[src/rtl/aria_sublayer.sv]
// ARIA substitution layer (SL1/SL2): substitutes one 128-bit state, one 32-bit word per cycle,
// through four byte lanes each built from a GF(2^8) inverter wrapped by ARIA affine transforms.

package aria_gf_pkg;
  // Columns of the linear parts, column j (input bit j) in byte j.
  localparam logic [63:0] B_COLS    = 64'hEE855F5B_CF12C5AC;
  localparam logic [63:0] BINV_COLS = 64'hEF4217C7_C930C39F;

  function automatic logic [7:0] gf_mul(input logic [7:0] a, input logic [7:0] b);
    logic [7:0] p;
    logic [7:0] aa;
    p  = 8'h00;
    aa = a;
    for (int i = 0; i < 8; i++) begin
      p  = p ^ (aa & {8{b[i]}});
      aa = {aa[6:0], 1'b0} ^ (aa[7] ? 8'h1B : 8'h00);
    end
    return p;
  endfunction

  function automatic logic [7:0] gf_sq(input logic [7:0] x);
    return gf_mul(x, x);
  endfunction

  function automatic logic [7:0] rotl8(input logic [7:0] x, input int n);
    logic [15:0] t;
    t = {x, x} << n;
    return t[15:8];
  endfunction

  function automatic logic [7:0] mat_mul(input logic [63:0] cols, input logic [7:0] x);
    logic [7:0] r;
    r = 8'h00;
    for (int j = 0; j < 8; j++) begin
      r = r ^ (cols[8*j +: 8] & {8{x[j]}});
    end
    return r;
  endfunction
endpackage

module gf256_inv (
  input  logic [7:0] din,
  output logic [7:0] dout
);
  import aria_gf_pkg::*;
  logic [7:0] x2_s, x3_s, x12_s, x15_s, x240_s;

  // Addition chain for x^254 (inv(0) falls out as 0).
  always_comb begin
    x2_s   = gf_sq(din);
    x3_s   = gf_mul(x2_s, din);
    x12_s  = gf_sq(gf_sq(x3_s));
    x15_s  = gf_mul(x12_s, x3_s);
    x240_s = gf_sq(gf_sq(gf_sq(gf_sq(x15_s))));
    dout   = gf_mul(gf_mul(x240_s, x12_s), x2_s);
  end
endmodule

module aria_sublayer_lane (
  input  logic [7:0] din,
  input  logic [1:0] role,
  output logic [7:0] dout
);
  import aria_gf_pkg::*;
  logic [7:0] pre_s;
  logic [7:0] inv_s;

  // Role 0=S1, 1=S2, 2=X1, 3=X2; inverse boxes transform before inversion, forward boxes after.
  always_comb begin
    pre_s = din;
    case (role)
      2'd2:    pre_s = rotl8(din ^ 8'h63, 1) ^ rotl8(din ^ 8'h63, 3) ^ rotl8(din ^ 8'h63, 6);
      2'd3:    pre_s = gf_sq(gf_sq(gf_sq(gf_sq(gf_sq(mat_mul(BINV_COLS, din ^ 8'hE2))))));
      default: pre_s = din;
    endcase
  end

  gf256_inv u_inv (.din(pre_s), .dout(inv_s));

  // Forward-box post transforms.
  always_comb begin
    dout = inv_s;
    case (role)
      2'd0:    dout = inv_s ^ rotl8(inv_s, 1) ^ rotl8(inv_s, 2) ^ rotl8(inv_s, 3)
                      ^ rotl8(inv_s, 4) ^ 8'h63;
      2'd1:    dout = mat_mul(B_COLS, gf_sq(gf_sq(gf_sq(inv_s)))) ^ 8'hE2;
      default: dout = inv_s;
    endcase
  end
endmodule

module aria_sublayer (
  input  logic         clk,
  input  logic         rst_n,
  input  logic         in_valid,
  output logic         in_ready,
  input  logic         in_type,
  input  logic [127:0] in_data,
  output logic         out_valid,
  input  logic         out_ready,
  output logic [127:0] out_data
);
  typedef enum logic [1:0] {IDLE = 2'd0, BUSY = 2'd1, DONE = 2'd2} state_t;

  state_t        state_r, state_s;
  logic [1:0]    wcnt_r;
  logic [127:0]  in_r;
  logic          type_r;
  logic [127:0]  out_r;
  logic [31:0]   word_s;
  logic [31:0]   sub_s;

  // State register.
  always_ff @(posedge clk or negedge rst_n) begin
    if (!rst_n) begin
      state_r <= IDLE;
    end else begin
      state_r <= state_s;
    end
  end

  // Next-state logic.
  always_comb begin
    state_s = state_r;
    case (state_r)
      IDLE:    state_s = in_valid ? BUSY : IDLE;
      BUSY:    state_s = (wcnt_r == 2'd3) ? DONE : BUSY;
      DONE:    state_s = out_ready ? IDLE : DONE;
      default: state_s = IDLE;
    endcase
  end

  // Word currently being substituted, always taken from the latched block.
  always_comb begin
    word_s = 32'h0000_0000;
    case (wcnt_r)
      2'd0:    word_s = in_r[127:96];
      2'd1:    word_s = in_r[95:64];
      2'd2:    word_s = in_r[63:32];
      2'd3:    word_s = in_r[31:0];
      default: word_s = 32'h0000_0000;
    endcase
  end

  // Byte position k of every word has the same role; SL2 swaps forward and inverse boxes.
  for (genvar k = 0; k < 4; k++) begin : g_lane
    localparam logic [1:0] POS = 2'(k);
    aria_sublayer_lane u_lane (
      .din  (word_s[31-8*k -: 8]),
      .role ({POS[1] ^ type_r, POS[0]}),
      .dout (sub_s[31-8*k -: 8])
    );
  end

  // Input latch, word counter and result register.
  always_ff @(posedge clk or negedge rst_n) begin
    if (!rst_n) begin
      in_r   <= 128'd0;
      type_r <= 1'b0;
      wcnt_r <= 2'd0;
      out_r  <= 128'd0;
    end else begin
      case (state_r)
        IDLE: begin
          if (in_valid) begin
            in_r   <= in_data;
            type_r <= in_type;
            wcnt_r <= 2'd0;
          end
        end
        BUSY: begin
          wcnt_r <= wcnt_r + 2'd1;
          case (wcnt_r)
            2'd0:    out_r[127:96] <= sub_s;
            2'd1:    out_r[95:64]  <= sub_s;
            2'd2:    out_r[63:32]  <= sub_s;
            default: out_r[31:0]   <= sub_s;
          endcase
        end
        default: ;
      endcase
    end
  end

  assign in_ready  = (state_r == IDLE);
  assign out_valid = (state_r == DONE);
  assign out_data  = out_r;
endmodule
[config.mk]
export PLATFORM = sky130hd
export DESIGN_NAME = aria_sublayer
export DESIGN_NICKNAME = d
export VERILOG_FILES = /design/src/rtl/aria_sublayer.sv
export SDC_FILE = /design/constraint.sdc
export NUM_CORES = 2
export LEC_CHECK = 0
export CAP_MARGIN = 10
export CORE_UTILIZATION = 23
export DETAILED_ROUTE_END_ITERATION = 10
export DONT_BUFFER_PORTS = 1
export GPL_ROUTABILITY_DRIVEN = 0
export HOLD_SLACK_MARGIN = 0.12
export MAX_ROUTING_LAYER = met4
export REMOVE_ABC_BUFFERS = 1
export SLEW_MARGIN = 25
export SYNTH_ARGS = -nofsm -noshare
export SYNTH_HDL_FRONTEND = slang
export SYNTH_SLANG_ARGS = --single-unit
[constraint.sdc]
create_clock -name clk -period 46.6 [get_ports clk]
set_input_delay 6.99 -clock clk [delete_from_list [all_inputs] [get_ports clk]]
set_output_delay 6.99 -clock clk [all_outputs]
set_load 0.1 [all_outputs]
==> impl_metrics.py <==
metrics = {
    "run_status": {
        "status": "complete, no violations",
    },
    "logic_synthesis": {
        "synth_cell_types": 199,
        "synth_enable_flop_cells": 0,
        "synth_largest_area_cell": "xnor2_1",
        "synthMostInstantiatedCell": "xnor2_1",
        "synth_area_leaders": "xnor2_1 (20%), dfrtp_1 (7.3%), xnor3_1 (6.0%)",
        "syn_inst": 11159,
        "ys_ff_latch": 261,
        "netlist_area_mm2": 0.08948,
        "yosys_warnings": 0,
        "netlist.area_leader.share_pct": 20.38,
        "synth_top_cells_by_count": "xnor2_1 (2082), nor2_1 (1419), nand2_1 (1086)",
        "fraction_of_registers_with_async_set_or_reset_after_synthesis_pct": 100.0,
        "ys.flop_type": "dfrtp_1",
        "yosysSeqAreaShare_pct": 7.299,
        "post_synth.cell_area_avg_um2": 8.019,
    },
    "floorplan": {
        "core.rowCount": 228,
        "die_w_um": 625.7,
        "top_level_ports": 263,
        "initial_core_util_pct": 23.15,
        "die_h_um": 625.7,
        "design.core.area_mm2": 0.3865,
        "dieArea_mm2": 0.3915,
    },
    "route": {
        "detail_route.wl_per_cell_um": 16.17,
        "ant_nets": 0,
        "detail_route.vias_per_cell": 4.755,
        "drt-total-wl_um": 261200,
        "num_vias": 76818,
        "drt_pass1_iterations": 6,
        "number_of_drc_violations_after_detailed_routing": 0,
        "initialDrtViolationCount": 6040,
    },
    "placed_design": {
        "postPlaceCellArea_mm2": 0.09430,
        "io_buffers": 0,
        "place_hpwl_um": 197100,
        "placed_cells": 16042,
    },
    "worst_setup_path": {
        "max_stage_delay_ns": 0.67,
        "worstPathMaxFanout": 21,
        "timing.critical_path.to_type": "flop",
        "critical_path.most_common_cell": "ha_1",
        "critPathArrivalTime_ns": 44.72,
        "reg2reg_depth": 159,
        "timing.critical_path.from": "wcnt_r[0]",
        "timing.critical_path.from_type": "flop",
        "worstReg2RegStart": "wcnt_r[0]",
        "timing.rr.end": "out_data[1]",
        "setup.reg_to_reg.worst_slack_ns": 2.36,
        "critical_path.slowest_cell": "xnor2_2",
        "crit_path_end": "out_data[1]",
        "criticalPathCategory": "flop to flop",
        "required_time_of_the_worst_setup_path_ns": 47.08,
    },
    "global_routing": {
        "global_route.overflow_total": 0,
        "grt_pass1_vias": 70946,
        "global_route.usage.total_pct": 13.02,
        "antenna_violations_before_repair": 11,
        "grt_pass1_wl_um": 411300,
        "grt_start_max_net_pins": 262,
    },
    "finish": {
        "number_of_nets_at_the_end_of_the_flow": 11436,
        "final_design_area_no_fill_mm2": 0.09642,
        "final_cell_count_no_fill": 16154,
        "synthToLayoutAreaGrowth_pct": 7.758,
        "drive_above_1_share_pct": 13.97,
    },
    "job": {
        "maxCapViolCount": 0,
    },
    "timing": {
        "timing_max_transition_violations_final": 0,
        "max_freq_ghz": 0.02260,
        "hold_viol": 0,
        "worst_slew_pin_slew_ns": 1.091,
        "setup-violations-final": 0,
        "post-route-period-util_pct": 94.93,
        "max-slew-margin-rel_pct": 27.20,
        "timing.clock.skew_ns": 0.02345,
        "period_minus_slack_ns": 44.24,
    },
    "clocking": {
        "clockRootBuffer": "clkbuf_16",
        "cts_tree": "done",
        "ctsHtreeMaxLevel": 1,
        "clock_insertion_delay_worst_skew_ns": 0.64,
        "worst_setup_hold_path_clk_slew_ns": 0.07,
        "clock-sinks": 261,
        "cts.path.max_buffers": 3,
        "cts_made_buffers": 27,
    },
    "worst_hold_path": {
        "timing.hold.worst.class": "flop to flop",
    },
}
[repair_timing]
| item | in CTS | in global routing |
|---|---|---|
| setup buffers | 0 | 54 |
| gates resized for setup | 0 | 124 |
| hold buffers | 0 | 0 |
| endpoints found under the setup margin | 0 | 64 |
[state kept, by name, summed over array words and instances, names as in the netlist]
| signal | count |
|---|---|
| in_r | 128 |
| out_data | 128 |
| state_r | 2 |
| type_r | 1 |
| wcnt_r | 2 |
[layout make-up]
| cell class | count | area, µm² |
|---|---|---|
| flip-flops and latches | 261 | 6535 |
| clock buffers | 40 | 784.5 |
| fillers | 41999 | 290100 |
| well taps | 5175 | 6475 |
| inverters | 390 | 1549 |
| repair buffers | 443 | 3387 |
| diodes | 9 | 22.52 |
| clock inverters | 8 | 81.33 |
| multi-input cells | 9828 | 77590 |
[layer usage]
layer	up-vias	routed length [µm]	GRT usage [%]
met5	-	0	-
met3	244	11140	0.6322
met4	0	9583	4.153
li1	37984	-	-
met1	36611	119900	17.50
met2	1979	120700	20.93
[cells by family (layout without fill, tap and decap cells)]
logic type	Yosys count	after routing	synth area share, %
other	0	9	0
flip-flops	261	261	7.299
AND/OR/NAND/NOR	3690	3690	18.83
multiplexers	349	349	4.220
XOR/XNOR	3280	3280	40.67
adder cells (fa/ha/maj)	355	355	4.956
buffers and inverters	1070	881	7.108
AO/OA/AOI/OAI	2154	2154	16.92
[stage by stage]
stage	setup TNS, ns	utilization, %	setup WS (ns)	hold slack (ns)
3_3_place_gp	0	24.39	0.7560	0.4881
4_1_cts	0	24.62	0.1013	0.5100
3_5_place_dp	0	24.39	0.2577	0.4933
5_1_grt	-0.7205	24.94	-0.06509	0.5250
2_1_floorplan	-35.85	-	-1.293	0.4635
6_report	0	24.94	2.361	0.5066
[worst max-delay path, delay by kind of cell (launching register included)]
kind	cells	cell delay, ns
buffers and inverters	28	4.51
AND/OR/NAND/NOR	18	3.51
adder cells (fa/ha/maj)	22	8.33
flip-flops	1	0.47
multiplexers	5	1.20
XOR/XNOR	66	21.73
AO/OA/AOI/OAI	20	4.20
[layout by cell type, fill, tap and decap left out, types with 30 or more instances in the layout]
master / n
nor2b_1: 60
nand2_1: 1082
nor2_1: 1416
o211ai_1: 106
mux2_2: 145
a211oi_1: 105
o21a_1: 54
nor3_1: 275
and2_1: 38
a21oi_1: 456
o21ai_1: 97
xnor2_2: 155
buf_4: 438
and3_1: 66
xor3_1: 31
a32oi_1: 30
a211o_1: 37
a31oi_1: 91
nand2b_1: 63
xor2_2: 51
or3_1: 70
xnor3_1: 236
mux2i_1: 182
xnor2_4: 48
inv_2: 73
inv_1: 279
ha_1: 335
xnor3_2: 65
xor2_1: 587
a22oi_1: 55
nand3_1: 210
o31ai_1: 51
o21ai_0: 389
dfrtp_1: 260
nand4_1: 43
nor4_1: 49
o22ai_1: 109
xnor2_1: 2040
[worst min-delay path by stage]
stage          startpoint          to  slack [ns]  depth (start not counted)
2_1_floorplan  state_r[1]  state_r[0]        0.46                          1
3_3_place_gp     in_r[60]    in_r[60]        0.49                          1
3_5_place_dp     in_r[98]    in_r[98]        0.49                          1
4_1_cts         in_r[126]   in_r[126]        0.51                          1
5_1_grt          in_r[79]    in_r[79]        0.53                          1
6_report        in_r[126]   in_r[126]        0.51                          1
Power is not shown: default switching activity piles up to over one toggle a cycle in this logic, so the estimate is an artifact.
